## config.mk

```make
export PLATFORM = sky130hd
export DESIGN_NAME = bc_mini_slide_unit
export DESIGN_NICKNAME = d
export VERILOG_FILES = /design/src/rtl/bc_mini_slide_unit.sv
export SDC_FILE = /design/constraint.sdc
export NUM_CORES = 1
export LEC_CHECK = 0
export ABC_AREA = 0
export BUFFER_PORTS_ARGS = -buffer_cell sky130_fd_sc_hd__clkbuf_2
export CAP_MARGIN = 20
export CORE_MARGIN = 2
export CORE_UTILIZATION = 60
export DETAILED_ROUTE_END_ITERATION = 7
export PLACE_DENSITY = 0.85
export SYNTH_ARGS = -nofsm -noshare
export SYNTH_HDL_FRONTEND = slang
export SYNTH_SLANG_ARGS = --single-unit
```

## constraint.sdc

```tcl
create_clock -name clk_i -period 6.35 [get_ports clk_i]
set_input_delay 1.27 -clock clk_i [delete_from_list [all_inputs] [get_ports clk_i]]
set_output_delay 1.27 -clock clk_i [all_outputs]
set_load 0.03 [all_outputs]
```

## src/rtl/bc_mini_slide_unit.sv

```systemverilog
// bc_mini_slide_unit
// Lane-0 consumer of the broadcast buffer. Pulls 64-bit words under a
// credit rule (the buffer's valid cannot be back-pressured), lands them in
// a small FIFO and unpacks each word into two fp32 elements, low half
// first. Every element is forked to the local matmul operand port and to
// the slide chain toward lane 1; it retires once both sinks have taken it.
// After the last element of a round the unit drains and pulses invalidate
// so the buffer can flush and swap banks.
//
// Optional build feature: define BC_SLIDE_PERF_CNT_EN to add the saturating
// stall_op_o / stall_slide_o / starve_o performance counters.
//
// MaxBlen mirrors matmul_pkg::MAX_BLEN so this file stays self-contained.
module bc_mini_slide_unit #(
  parameter  int unsigned FifoDepth = 2,
  parameter  int unsigned MaxBlen   = 64,
  localparam int unsigned BlenWidth = $clog2(MaxBlen) + 1
) (
  input  logic                 clk_i,
  input  logic                 rst_ni,
  input  logic                 cfg_valid_i,
  input  logic [BlenWidth-1:0] cfg_blen_i,
  output logic                 cfg_ready_o,
  output logic                 bc_data_ready_o,
  input  logic [63:0]          bc_data_i,
  input  logic                 bc_data_valid_i,
  output logic                 bc_data_invalidate_o,
  output logic [31:0]          op_data_o,
  output logic                 op_valid_o,
  input  logic                 op_ready_i,
  output logic [31:0]          slide_data_o,
  output logic                 slide_valid_o,
  input  logic                 slide_ready_i,
  output logic                 round_busy_o
`ifdef BC_SLIDE_PERF_CNT_EN
  ,
  output logic [31:0]          stall_op_o,
  output logic [31:0]          stall_slide_o,
  output logic [31:0]          starve_o
`endif
);

  localparam int unsigned PtrWidth = (FifoDepth > 1) ? $clog2(FifoDepth) : 1;
  localparam int unsigned CntWidth = $clog2(FifoDepth + 1);

  localparam logic [PtrWidth-1:0] PtrLast  = PtrWidth'(FifoDepth - 1);
  localparam logic [CntWidth-1:0] DepthCnt = CntWidth'(FifoDepth);
  localparam logic [CntWidth:0]   DepthExt = {1'b0, DepthCnt};
  localparam logic [BlenWidth-1:0] MaxBlenV = BlenWidth'(MaxBlen);

  typedef enum logic [1:0] {
    IDLE   = 2'd0,
    STREAM = 2'd1,
    DRAIN  = 2'd2,
    INVAL  = 2'd3
  } state_e;

  state_e state_q, state_d;

  // Landing FIFO storage and bookkeeping.
  logic [63:0]          fifo_mem_q [FifoDepth];
  logic [PtrWidth-1:0]  wr_ptr_q, wr_ptr_d;
  logic [PtrWidth-1:0]  rd_ptr_q, rd_ptr_d;
  logic [CntWidth-1:0]  fifo_count_q, fifo_count_d;

  // Credit and round bookkeeping.
  logic                 inflight_q;
  logic [BlenWidth-1:0] blen_q, blen_d;
  logic [BlenWidth-1:0] words_req_q, words_req_d;
  logic [BlenWidth-1:0] elem_cnt_q, elem_cnt_d;

  // Unpack / fork bookkeeping.
  logic                 half_q, half_d;
  logic                 op_taken_q, op_taken_d;
  logic                 slide_taken_q, slide_taken_d;

  // Derived signals.
  logic                 fifo_empty_s;
  logic                 fifo_full_s;
  logic                 push_s;
  logic                 pop_s;
  logic                 req_s;
  logic                 credit_ok_s;
  logic [BlenWidth-1:0] words_total_s;
  logic [63:0]          head_word_s;
  logic [31:0]          elem_s;
  logic                 op_hs_s;
  logic                 slide_hs_s;
  logic                 op_done_s;
  logic                 slide_done_s;
  logic                 retire_s;
  logic                 elem_last_s;
  logic                 round_start_s;
  logic                 stream_done_s;

  // Wrap a FIFO pointer at FifoDepth, which need not be a power of two.
  function automatic logic [PtrWidth-1:0] ptr_inc(input logic [PtrWidth-1:0] ptr);
    logic [PtrWidth-1:0] nxt;
    if (ptr == PtrLast) begin
      nxt = '0;
    end else begin
      nxt = ptr + PtrWidth'(1);
    end
    return nxt;
  endfunction

  assign fifo_empty_s  = (fifo_count_q == '0);
  assign fifo_full_s   = (fifo_count_q == DepthCnt);
  assign push_s        = bc_data_valid_i && !fifo_full_s;

  // W = ceil(blen / 2), computed one bit wider so blen = MaxBlen cannot wrap.
  assign words_total_s = BlenWidth'(({1'b0, blen_q} + {{BlenWidth{1'b0}}, 1'b1}) >> 1);

  // A word is owed to us for every request of the previous cycle, so those
  // count against FIFO space exactly like words already landed.
  assign credit_ok_s   = ({1'b0, fifo_count_q} + {{CntWidth{1'b0}}, inflight_q}) < DepthExt;
  assign req_s         = (state_q == STREAM) && (words_req_q < words_total_s) && credit_ok_s;

  assign head_word_s   = fifo_mem_q[rd_ptr_q];
  assign elem_s        = half_q ? head_word_s[63:32] : head_word_s[31:0];

  assign op_valid_o    = !fifo_empty_s && !op_taken_q;
  assign slide_valid_o = !fifo_empty_s && !slide_taken_q;
  assign op_data_o     = elem_s;
  assign slide_data_o  = elem_s;

  assign op_hs_s       = op_valid_o && op_ready_i;
  assign slide_hs_s    = slide_valid_o && slide_ready_i;
  assign op_done_s     = op_taken_q || op_hs_s;
  assign slide_done_s  = slide_taken_q || slide_hs_s;
  assign retire_s      = !fifo_empty_s && op_done_s && slide_done_s;

  // The low half of the final word is the last element for odd blen, in
  // which case the unused high half is dropped together with the word.
  assign elem_last_s   = ((elem_cnt_q + BlenWidth'(1)) == blen_q);
  assign pop_s         = retire_s && (half_q || elem_last_s);

  assign round_start_s = (state_q == IDLE) && cfg_valid_i;
  assign stream_done_s = (elem_cnt_q == blen_q) || (retire_s && elem_last_s);

  assign cfg_ready_o          = (state_q == IDLE);
  assign bc_data_ready_o      = req_s;
  assign bc_data_invalidate_o = (state_q == INVAL);
  assign round_busy_o         = (state_q != IDLE);

  // Round sequencing: IDLE -> STREAM -> DRAIN -> INVAL -> IDLE.
  always_comb begin
    state_d = state_q;
    case (state_q)
      IDLE: begin
        if (cfg_valid_i) begin
          state_d = STREAM;
        end else begin
          state_d = IDLE;
        end
      end
      STREAM: begin
        if (stream_done_s) begin
          state_d = DRAIN;
        end else begin
          state_d = STREAM;
        end
      end
      DRAIN: begin
        if (fifo_empty_s && !inflight_q) begin
          state_d = INVAL;
        end else begin
          state_d = DRAIN;
        end
      end
      INVAL: begin
        state_d = IDLE;
      end
      default: begin
        state_d = IDLE;
      end
    endcase
  end

  // FSM state register.
  always_ff @(posedge clk_i or negedge rst_ni) begin
    if (!rst_ni) begin
      state_q <= IDLE;
    end else begin
      state_q <= state_d;
    end
  end

  // Next-state for FIFO pointers, counters, half-select and fork flags.
  always_comb begin
    wr_ptr_d      = wr_ptr_q;
    rd_ptr_d      = rd_ptr_q;
    fifo_count_d  = fifo_count_q;
    blen_d        = blen_q;
    words_req_d   = words_req_q;
    elem_cnt_d    = elem_cnt_q;
    half_d        = half_q;
    op_taken_d    = op_taken_q;
    slide_taken_d = slide_taken_q;

    if (push_s) begin
      wr_ptr_d = ptr_inc(wr_ptr_q);
    end else begin
      wr_ptr_d = wr_ptr_q;
    end

    if (pop_s) begin
      rd_ptr_d = ptr_inc(rd_ptr_q);
    end else begin
      rd_ptr_d = rd_ptr_q;
    end

    case ({push_s, pop_s})
      2'b10:   fifo_count_d = fifo_count_q + CntWidth'(1);
      2'b01:   fifo_count_d = fifo_count_q - CntWidth'(1);
      default: fifo_count_d = fifo_count_q;
    endcase

    if (round_start_s) begin
      blen_d      = cfg_blen_i;
      words_req_d = '0;
      elem_cnt_d  = '0;
    end else begin
      blen_d = blen_q;
      if (req_s) begin
        words_req_d = words_req_q + BlenWidth'(1);
      end else begin
        words_req_d = words_req_q;
      end
      if (retire_s) begin
        elem_cnt_d = elem_cnt_q + BlenWidth'(1);
      end else begin
        elem_cnt_d = elem_cnt_q;
      end
    end

    if (round_start_s || pop_s) begin
      half_d = 1'b0;
    end else if (retire_s) begin
      half_d = 1'b1;
    end else begin
      half_d = half_q;
    end

    // Both flags clear together when the element retires.
    if (retire_s) begin
      op_taken_d    = 1'b0;
      slide_taken_d = 1'b0;
    end else begin
      op_taken_d    = op_taken_q || op_hs_s;
      slide_taken_d = slide_taken_q || slide_hs_s;
    end
  end

  // Datapath registers; words arriving into a full FIFO are discarded.
  always_ff @(posedge clk_i or negedge rst_ni) begin
    if (!rst_ni) begin
      for (int i = 0; i < int'(FifoDepth); i++) begin
        fifo_mem_q[i] <= 64'd0;
      end
      wr_ptr_q      <= '0;
      rd_ptr_q      <= '0;
      fifo_count_q  <= '0;
      inflight_q    <= 1'b0;
      blen_q        <= '0;
      words_req_q   <= '0;
      elem_cnt_q    <= '0;
      half_q        <= 1'b0;
      op_taken_q    <= 1'b0;
      slide_taken_q <= 1'b0;
    end else begin
      if (push_s) begin
        fifo_mem_q[wr_ptr_q] <= bc_data_i;
      end
      wr_ptr_q      <= wr_ptr_d;
      rd_ptr_q      <= rd_ptr_d;
      fifo_count_q  <= fifo_count_d;
      inflight_q    <= req_s;
      blen_q        <= blen_d;
      words_req_q   <= words_req_d;
      elem_cnt_q    <= elem_cnt_d;
      half_q        <= half_d;
      op_taken_q    <= op_taken_d;
      slide_taken_q <= slide_taken_d;
    end
  end

`ifdef BC_SLIDE_PERF_CNT_EN
  logic [31:0] stall_op_q, stall_op_d;
  logic [31:0] stall_slide_q, stall_slide_d;
  logic [31:0] starve_q, starve_d;

  // Saturating increment for the performance counters.
  function automatic logic [31:0] sat_inc(input logic [31:0] v);
    logic [31:0] r;
    if (v == 32'hFFFF_FFFF) begin
      r = v;
    end else begin
      r = v + 32'd1;
    end
    return r;
  endfunction

  // Counter next-state: clear on round start, otherwise count stall/starve cycles.
  always_comb begin
    stall_op_d    = stall_op_q;
    stall_slide_d = stall_slide_q;
    starve_d      = starve_q;
    if (round_start_s) begin
      stall_op_d    = 32'd0;
      stall_slide_d = 32'd0;
      starve_d      = 32'd0;
    end else begin
      if (!fifo_empty_s && op_valid_o && !op_ready_i) begin
        stall_op_d = sat_inc(stall_op_q);
      end else begin
        stall_op_d = stall_op_q;
      end
      if (!fifo_empty_s && slide_valid_o && !slide_ready_i) begin
        stall_slide_d = sat_inc(stall_slide_q);
      end else begin
        stall_slide_d = stall_slide_q;
      end
      if ((state_q == STREAM) && fifo_empty_s) begin
        starve_d = sat_inc(starve_q);
      end else begin
        starve_d = starve_q;
      end
    end
  end

  // Performance counter registers.
  always_ff @(posedge clk_i or negedge rst_ni) begin
    if (!rst_ni) begin
      stall_op_q    <= 32'd0;
      stall_slide_q <= 32'd0;
      starve_q      <= 32'd0;
    end else begin
      stall_op_q    <= stall_op_d;
      stall_slide_q <= stall_slide_d;
      starve_q      <= starve_d;
    end
  end

  assign stall_op_o    = stall_op_q;
  assign stall_slide_o = stall_slide_q;
  assign starve_o      = starve_q;
`endif

  // Upstream must respect the credit rule, and a round may not exceed MaxBlen.
  a_no_push_when_full : assert property (@(posedge clk_i) disable iff (!rst_ni)
    !(bc_data_valid_i && fifo_full_s));
  a_blen_in_range : assert property (@(posedge clk_i) disable iff (!rst_ni)
    round_start_s |-> (cfg_blen_i <= MaxBlenV));

endmodule

```

* Word-level counts from Yosys, hierarchy flattened *
Index checks and enable logic that the tools add are counted.

word-level totals
  bits in registers = 159
  input bits = 77
  output and inout bits = 70
  logic and storage cells = 89

operators by class
  add/sub/neg operators = 8
  order comparisons = 5
  equal/unequal tests = 8
  multiplexer cells = 22
  bitwise logic cells = 2
  reductions and logical operators = 31

operators by type and width
  operator               count
  $mux W64               4
  $bwmux W128            1
  $demux W64 S1          1
  $mux W32               1
  $mux W7                4
  $add A7 B1 Y7 const B  2
  $eq A7 B7 Y1           2
  $logic_and A1 B1 Y1    14
  $reduce_bool A2 Y1     5
  $add A7 B1 Y8 const B  1
  $eq A2 B2 Y1 const B   4
  $mux W1                8
  $pmux W2 S4            1
  $lt A7 B7 Y1           1
  $logic_not A1 Y1       5
  $logic_or A1 B1 Y1     5
  $eq A2 B1 Y1 const B   2
  $ge A2 B2 Y1 const B   2
  $logic_not A2 Y1       2
  $not A1 Y2             2
  $pmux W2 S2            1
  $add A2 B1 Y3          1
  $lt A3 B2 Y1 const B   1
  $add A1 B1 Y1 const B  2
  other kinds (4)        4

* Longest topological paths before layout *
Gate-level depths: netlist of run 1.

  depth after elaboration = 11
  mapped depth = 11
  depth with buffers taken out = 10

* Least setup slack after synthesis of run 1 *
No wires, ideal clock.

  path kind = reg-to-output
  start point = register blen_q[2]
  end point = output port bc_data_ready_o
  arrival time = 2.395 ns
  data required time = 5.080 ns
  path slack = 2.685 ns
  stages on the path, launching flop included = 10
  path buffers = 1
  cell sequence = dfrtp_1 > buf_6 > and3_2 > and3_1 > xnor2_1 > ha_1 > a21o_1 > a21o_1 > a211o_1 > a21oi_2

between the ends
  word-level cells in the longest chain between the ends = 4

RTL lines
  what                               line  text
  start, declared                    68    logic [BlenWidth-1:0] blen_q, blen_d;
  start signal, assigned             279   blen_q <= blen_d;
  $add A7 B1 Y8                      112   assign words_total_s = BlenWidth'(({1'b0, blen_q} + {{BlenWidth{1'b0}}, 1'b1}) >> 1);
  $lt A7 B7 Y1                       117   assign req_s = (state_q == STREAM) && (words_req_q < words_total_s) && credit_ok_s;
  $logic_and A1 B1 Y1 (2 in series)  117
  end, declared                      24    output logic bc_data_ready_o,

Every way passes these cells.

* Final worst setup path of run 1 *
Ends and elaborated chain as after synthesis.

==> results, run 1 <==
- The commonest cells after synthesis are sky130_fd_sc_hd__dfrtp_1, sky130_fd_sc_hd__mux2_2, sky130_fd_sc_hd__buf_4.
- The clock slew at the register clock pins of the worst setup and hold paths is approximately 0.060 ns.
- In the synthesized netlist, the number of instances is around 560.
- In this run the worst path has a maximum fanout of 11.
- The highest-delay cell along the critical path is sky130_fd_sc_hd__dfrtp_1.
- The cell type with the highest occurrence count on the critical path is sky130_fd_sc_hd__a21o_1.
- The initial antenna violation count came to 1.
- The origin of the worst setup path is blen_q[2].
- The final instance area is about 9000 um2.
- In this run the number of H-tree levels came out at 4.
- The most used flip-flop cell after synthesis is sky130_fd_sc_hd__dfrtp_1.
- For this run, design rule violations remaining after detail routing come to 0.
- Summed over all layers, the routed wires come to 14800 um.
- When the netlist entered floorplanning its net count stood at about 650.
- The endpoint of the worst-slack reg-to-reg timing path is words_req_q[3].
- The routed layout has between 4k and 5k vias.
- The most frequently used cell type in the post-synthesis netlist is sky130_fd_sc_hd__dfrtp_1.
- The reg-to-reg startpoint is blen_q[2].
- Once the floorplan was initialized, standard cells occupied 61.4% of the core.
- Once detail routing completed, the nets flagged for antenna violations numbered 0.
- Detailed placement ended at an HPWL of around 10000 um.
- The type of the setup path with the least slack is reg2out.
- The number of CTS-inserted buffers is 17.
- The number of global-route vias before repair was 5103.
- The total number of clock tree sinks is 159.
- The worst setup path is launched from a flip-flop.
- The remaining global-route overflow is 0.
- Summed over all failing endpoints, the final setup total negative slack is 0 ns.
- The arrival time at the worst endpoint is 3.14 ns.
- The share of synthesized area occupied by flip-flops and latches is 51.5%.
- Input and output buffers added on the ports amount to between 100 and 150.
- TritonCTS built the clock tree.
- The cell row count is 41.
- The transition at the pin with the smallest max-transition slack is 0.920 ns.
- The total setup buffers inserted after CTS is 0.
- 147 I/O pins were placed.
- In this run the cell area measured after placement is 8260 um2.
- The horizontal die dimension is 117 um.
- The run finished with clean final reports.
- The post-route worst setup slack is 1.94 ns.
- The number of gates resized after cts is 0.
- The last weighted congestion value of the routability-driven placer is 0.852.
- The share of Yosys cell area claimed by the top area cell type is 51.5%.
- The worst pin sits at a relative slew slack of 38.6%.
- The die is 117 um tall.
- The routed wirelength normalized by instance count is 17.5 um.
- Buffers inserted to repair hold after CTS numbered 0.
- The clock insertion delay at the later pin of the skew report is 0.42 ns.
- Ranked by total cell area, the synthesized netlist is headed by sky130_fd_sc_hd__dfrtp_1, sky130_fd_sc_hd__mux2_2, sky130_fd_sc_hd__mux4_2.
- In this run the most critical hold path is launched from fifo_mem_q[97].
- The final layout net count is between 700 and 800.
- After synthesis the cells add up to 7720 um2.
- The kind of end point of the critical path is an output pin.
- The largest area contributor in the synthesized netlist is sky130_fd_sc_hd__dfrtp_1.
- Setup violations remaining at the end of the flow were counted as 0.
- The longest clock path from root to sink contains 2 buffers.
- OpenSTA, run right after detailed placement, puts the worst setup slack at 2.38 ns.
- The synthesized flop and latch total is 159.
- The largest single stage delay on the critical path is between 0.5 and 0.6 ns.
- The final clock period utilization by the worst path is a little under 70%.
- At the end of the flow the core is filled with cells to between 70% and 80%.
- In the synthesized netlist the async set-or-reset flop fraction comes to 100%.
- The synthesized area divided by synthesized cell count is 13.8 um2.
- The iteration count of the initial detailed-routing pass is 4.
- Walking the worst path, the cells encountered are and3_2, and3_1, xnor2_1, ha_1, a21o_1, a21o_1, a211o_1, a21oi_2, clkbuf_2.
- The library cell used as clock root buffer is sky130_fd_sc_hd__clkbuf_16.
- The distinct cell type count of the synthesized netlist is 49.
- The hold violation total from the final report is 0.
- Data on the critical path is required at its endpoint by 5.08 ns.
- The first global-routing pass estimated 24800 um of wire.
- Setup repair after global routing left no endpoint under its margin.
- Entering global routing, the biggest net connects 101 pins.
- The synthesis-to-finish area growth is 15.0%.
- The first-iteration detailed-routing DRC count is about 250.
- Yosys printed 0 warnings.
- Max-cap violations in this run came to 0.
- The worst setup path endpoint is bc_data_ready_o.
- The shortest period the worst path allows is between 4 and 5 ns.
- For this run, the total global-route usage over all layers was measured as 22.7%.
- For this run, the top clock speed supported by timing is 0.227 GHz.
- In this run, synthesis inferred 0 flip-flops with an integrated enable.
- The number of cells on the worst reg-to-reg path is 10.
- The min-delay analysis places its worst path in the category reg2reg.
- Using the TritonRoute via totals, the vias-per-cell ratio works out to ~5.7.
- The setup check on the worst reg-to-reg path leaves a slack of ~3.5 ns.
- In the final layout, the share of cells above drive strength 1 is ~50%.
- Clock skew on the completed layout was measured at 0.00531 ns.
- The core region is 12600 um2.
- The final max-slew violation count is 0.
- The die covers 13800 um2.
[worst min-delay path by stage]
stage                           to  cells after the start
global placement    fifo_mem_q[76]                      1
global route        fifo_mem_q[20]                      1
finish              fifo_mem_q[97]                      1
CTS                 fifo_mem_q[94]                      1
floorplan           words_req_q[6]                      1
detailed placement  fifo_mem_q[94]                      1
[worst max-delay path, delay by kind of cell, from the launching register on]
| kind | cells | cell delay [ns] |
|---|---|---|
| AO/OA/AOI/OAI | 4 | 1.04 |
| XOR/XNOR | 1 | 0.14 |
| adder cells (fa/ha/maj) | 1 | 0.26 |
| buffers and inverters | 1 | 0.29 |
| flip-flops | 1 | 0.51 |
| AND/OR/NAND/NOR | 2 | 0.45 |
[layout make-up]
type | count | area, um2
Sequential cell | 159 | 3980
Inverter | 9 | 33.8
Antenna cell | 1 | 2.50
Fill cell | 872 | 3690
Clock buffer | 23 | 488
Clock inverter | 9 | 130
Tap cell | 172 | 215
Multi-Input combinational cell | 326 | 3260
Timing Repair Buffer | 150 | 767
[routing by layer]
layer / global-route usage (%) / wire [um] / vias to the layer above
li1: - / - / 2179
met1: 28.1 / 6160 / 2475
met2: 38.7 / 7670 / 129
met3: 6.03 / 729 / 23
met4: 7.98 / 270 / 0
met5: 0 / 0 / -
[flip-flops by register name (all words and copies together) (netlist names), named ones only]
register,flops
inflight_q,1
half_q,1
rd_ptr_q,1
op_taken_q,1
slide_taken_q,1
words_req_q,7
blen_q,7
wr_ptr_q,1
state_q,1
fifo_count_q,2
elem_cnt_q,7
fifo_mem_q,128
[layout by cell type, fill, tap and decap left out, types with 7 or more instances in the layout]
master                      Yosys  routed
sky130_fd_sc_hd__dfrtp_1      159     157
sky130_fd_sc_hd__nand3_1        7       7
sky130_fd_sc_hd__inv_1          7       7
sky130_fd_sc_hd__nand2_1       31      30
sky130_fd_sc_hd__xnor2_1       15      15
sky130_fd_sc_hd__nand4_1        7       7
sky130_fd_sc_hd__ha_1          10      10
sky130_fd_sc_hd__mux4_2        32      32
sky130_fd_sc_hd__mux2_2       110     110
sky130_fd_sc_hd__clkbuf_16      0      17
sky130_fd_sc_hd__o21ai_0        7       7
sky130_fd_sc_hd__mux2_1        18      18
sky130_fd_sc_hd__a21oi_1        7       7
sky130_fd_sc_hd__nor2_1        22      21
sky130_fd_sc_hd__clkbuf_2       0     145
sky130_fd_sc_hd__xor2_1        12      12
[cell families (layout without fill, tap and decap cells)]
family | Yosys count | in the layout | share of synthesized area, %
and+or+nand+nor | 87 | 87 | 5.36
adders and majority gates | 10 | 10 | 1.62
DFF | 159 | 159 | 51.5
buffers and inverters | 73 | 191 | 6.35
muxes | 164 | 164 | 28.5
other | 0 | 1 | 0
AOI/OAI and AO/OA | 38 | 38 | 3.53
xor gates and xnor gates | 27 | 27 | 3.06
[stage by stage]
step,hold slack (ns),std cells
final,0.484,849
after CTS,0.490,848
after global routing,0.504,848
after floorplan,0.452,558
after global placement,0.462,816
after detailed placement,0.477,816
Power of run 1 is left out: the tool's default activity adds up to more than one toggle a clock period on the data nets, which glitch-free logic cannot reach.
==> run 2, diff against run 1 <==
CORE_UTILIZATION = 50   (was 60)
PLACE_DENSITY = 0.76   (was 0.85)
clock period = 3.7 ns   (was 6.35 ns; I/O delays follow)
==> run 2 against run 1 <==
  * Sequential share of layout area shrank 0.34 points
  * Final cell count grew 2.4%
  * Worst hold slack lost 0.084 ns
  * Worst setup slack lost 1.8 ns
  * Register-to-register slack lost 2.6 ns
  * Critical path type unchanged
  * Critical endpoint unchanged
==> results, run 2 (same netlist as run 1, synthesis figures left out) <==
- The commonest non-fill, non-tap cell in the layout is sky130_fd_sc_hd__dfrtp_1.
- The flow ran to the end, and the final reports show no timing, DRC or antenna violations.
- The buffer levels on the longest clock path is 2.
- Hold repair after CTS inserted 0 buffers.
- The first detailed-routing pass ran for 5 iterations.
- Summing all placed instances gives a cell area of ~8400 um2.
- The element type at the critical path start is a flip-flop.
- For the worst setup path, the data arrival time is 2.82 ns.
- Once the clock tree was built, the setup fixing pass inserted 0 buffers.
- The worst register-to-register path has a depth of 11.
- The repair_antennas step left the layout with diodes totalling 0.
- The worst max-slew margin expressed relative to the limit is 41.8%.
- The clock slew at the register clock pins of the worst setup and hold paths is around 0.060 ns.
- The register bank with the most flops is fifo_mem_q.
- The number of gates resized after cts is 0.
- The die extent in y is 128 um.
- The library cells used most frequently in the layout, excluding fill and tap cells, are sky130_fd_sc_hd__dfrtp_1, sky130_fd_sc_hd__clkbuf_2, sky130_fd_sc_hd__mux2_2, sky130_fd_sc_hd__mux4_2, sky130_fd_sc_hd__nand2_1.
- The initial antenna violation count came to 0.
- The first-iteration detailed-routing DRC count is 210.
- Static timing analysis puts the maximum clock frequency at 0.281 GHz.
- The number of global-route vias before repair is 5213.
- Clock skew on the completed layout was measured at 0.00848 ns.
- The post-detailed-route DRC marker count is 0.
- The H-tree generated during clock tree synthesis spans 4 levels.
- Data on the critical path is required at its endpoint by 2.96 ns.
- Timing analysis after detailed placement gives a worst setup slack of 0.604 ns.
- The final number of setup-violating endpoints is 0.
- Counting the buffers created by CTS gives 17.
- The number of maximum-capacitance constraint violations is 0.
- The shortest period the worst path allows is 3.56 ns.
- Counting the fill cells in the layout gives 1174.
- The floorplan step defined a core boundary enclosing 15100 um2.
- The path class of the tightest hold or removal check is in2async.
- The global routing usage summed across all routing layers is 20.3%.
- At the later pin of the worst-skew pair, clock insertion delay measures 0.41 ns.
- The final max-slew violation count is 0.
- The met3 capacity usage during global routing is 4.05%.
- Setup slack on the worst reg-to-reg path comes out at approximately 0.94 ns.
- The share of cells above drive strength 1 is 48.9%.
- The total die area is 16400 um2.
- Summing over every cut layer, the via total after detailed routing is 4781.
- The hold violation total from the final report is 0.
- In this run the remaining antenna-violating nets after routing total 0.
- The register with the most flip-flops in the layout has about 130 of them.
- The met2 layer usage reported by global route is 36.3%.
- The worst setup path is captured at an output pin.
- 147 I/O pins were placed.
- At the end of routability-driven placement, the weighted congestion stood at a little under 0.9.
- The root buffer cell chosen for the clock tree is sky130_fd_sc_hd__clkbuf_16.
- The floorplan has 45 rows.
- The worst setup path endpoint is bc_data_ready_o.
- Of the available clock period, the critical path in the final layout requires a little under 100%.
- Compared with the post-synthesis result, the final layout area differs by 15.9%.
- Port buffering added 146 buffers.
- Traced cell by cell, the critical path runs through and3_2, and3_1, xnor2_1, ha_1, a21o_1, a21o_1, a211o_1, a21oi_2, clkbuf_2.
- In the final routed layout, each cell accounts on average for 18.0 um.
- The detail-routed via count per cell is 5.50.
- The critical path is of the reg2out type.
- The cell type with the highest occurrence count on the critical path is sky130_fd_sc_hd__a21o_1.
- The detailed placer's ending HPWL is 10900 um.
- After layout, the worst setup slack is about 0.14 ns.
- The horizontal die dimension is 128 um.
- After global routing the overflow that remains totals 0.
- Tracing the worst setup path back leads to its startpoint at blen_q[2].
- In this run the most used layer during global routing was met2.
- The net count of the finished layout is 755.
- For the pin with the worst max-slew slack, the measured transition is ~0.87 ns.
- TritonCTS built the clock tree.
- Once layout is done, the placed cells without fillers occupy about 9000 um2.
- Setup repair after global routing left no endpoint under its margin.
- The largest individual stage delay along the critical path comes from the cell sky130_fd_sc_hd__dfrtp_1.
- The endpoint of the worst-slack reg-to-reg timing path is words_req_q[3].
- In the final timing run, aggregate negative setup slack is 0 ns.
- The wire length of the first global-routing pass is 25900 um.
- The starting density of the core is 51.0%.
- The met1 track demand over resource in global routing is 23.9%.
- The startpoint identified for the worst register-to-register timing path is blen_q[2].
- The final routed wirelength across all metal layers is between 15000 and 20000 um.
- The total number of clock tree sinks is 159.
- Of all nets on the critical path, the largest fanout is 9.
- The maximum cell stage delay along the critical path is 0.52 ns.
- The pin count of the biggest net entering global routing is 96.
## run 2: cell types whose count changed in the layout (fill, tap and decap cells not counted), sizes merged
cell,previous run,this run
bufinv,3,4
clkinv,4,1
diode,1,0
buf,5,10
clkbuf,168,171
inv,10,9
## run 2: worst min-delay path by stage
stage	startpoint	to	cells after the start
CTS	rst_ni	fifo_mem_q[18]	1
detailed placement	fifo_mem_q[113]	fifo_mem_q[113]	1
global route	rst_ni	fifo_mem_q[18]	1
finish	rst_ni	fifo_mem_q[18]	1
global placement	fifo_mem_q[97]	fifo_mem_q[97]	1
floorplan	rst_ni	async pin	0
## run 2: final cells by class
cell class	instances	area [um2]	share of cell area, %
Clock buffer	26	459	5.13
Clock inverter	6	133	1.48
Inverter	9	33.8	0.378
Multi-Input combinational cell	326	3260	36.5
Sequential cell	159	3980	44.5
Tap cell	188	235	2.63
Timing Repair Buffer	155	842	9.42
## run 2: critical path: cells and delay by family (launching register included)
kind | cells | cell delay [ns]
and+or+nand+nor | 2 | 0.45
buffers and inverters | 1 | 0.23
adders and majority gates | 1 | 0.27
AOI/OAI and AO/OA | 4 | 0.79
DFF | 1 | 0.52
xor gates and xnor gates | 1 | 0.14
## run 2: stage by stage
stage / instances / hold slack, ns / util (%)
after floorplan: 558 / 0.444 / -
after global placement: 837 / 0.462 / 55.1
after detailed placement: 837 / 0.477 / 55.1
after CTS: 869 / 0.441 / 59.1
after global routing: 869 / 0.472 / 59.1
final: 869 / 0.400 / 59.1
## run 2: per-layer routing
layer	part of all wire [%]	wire length, um	vias to the layer above
met1	41	6370	2450
met3	3.5	552	27
met2	53	8300	116
met4	2.4	381	0
li1	-	-	2188
met5	0	0	-
Power of run 2 is left out for the same reason.
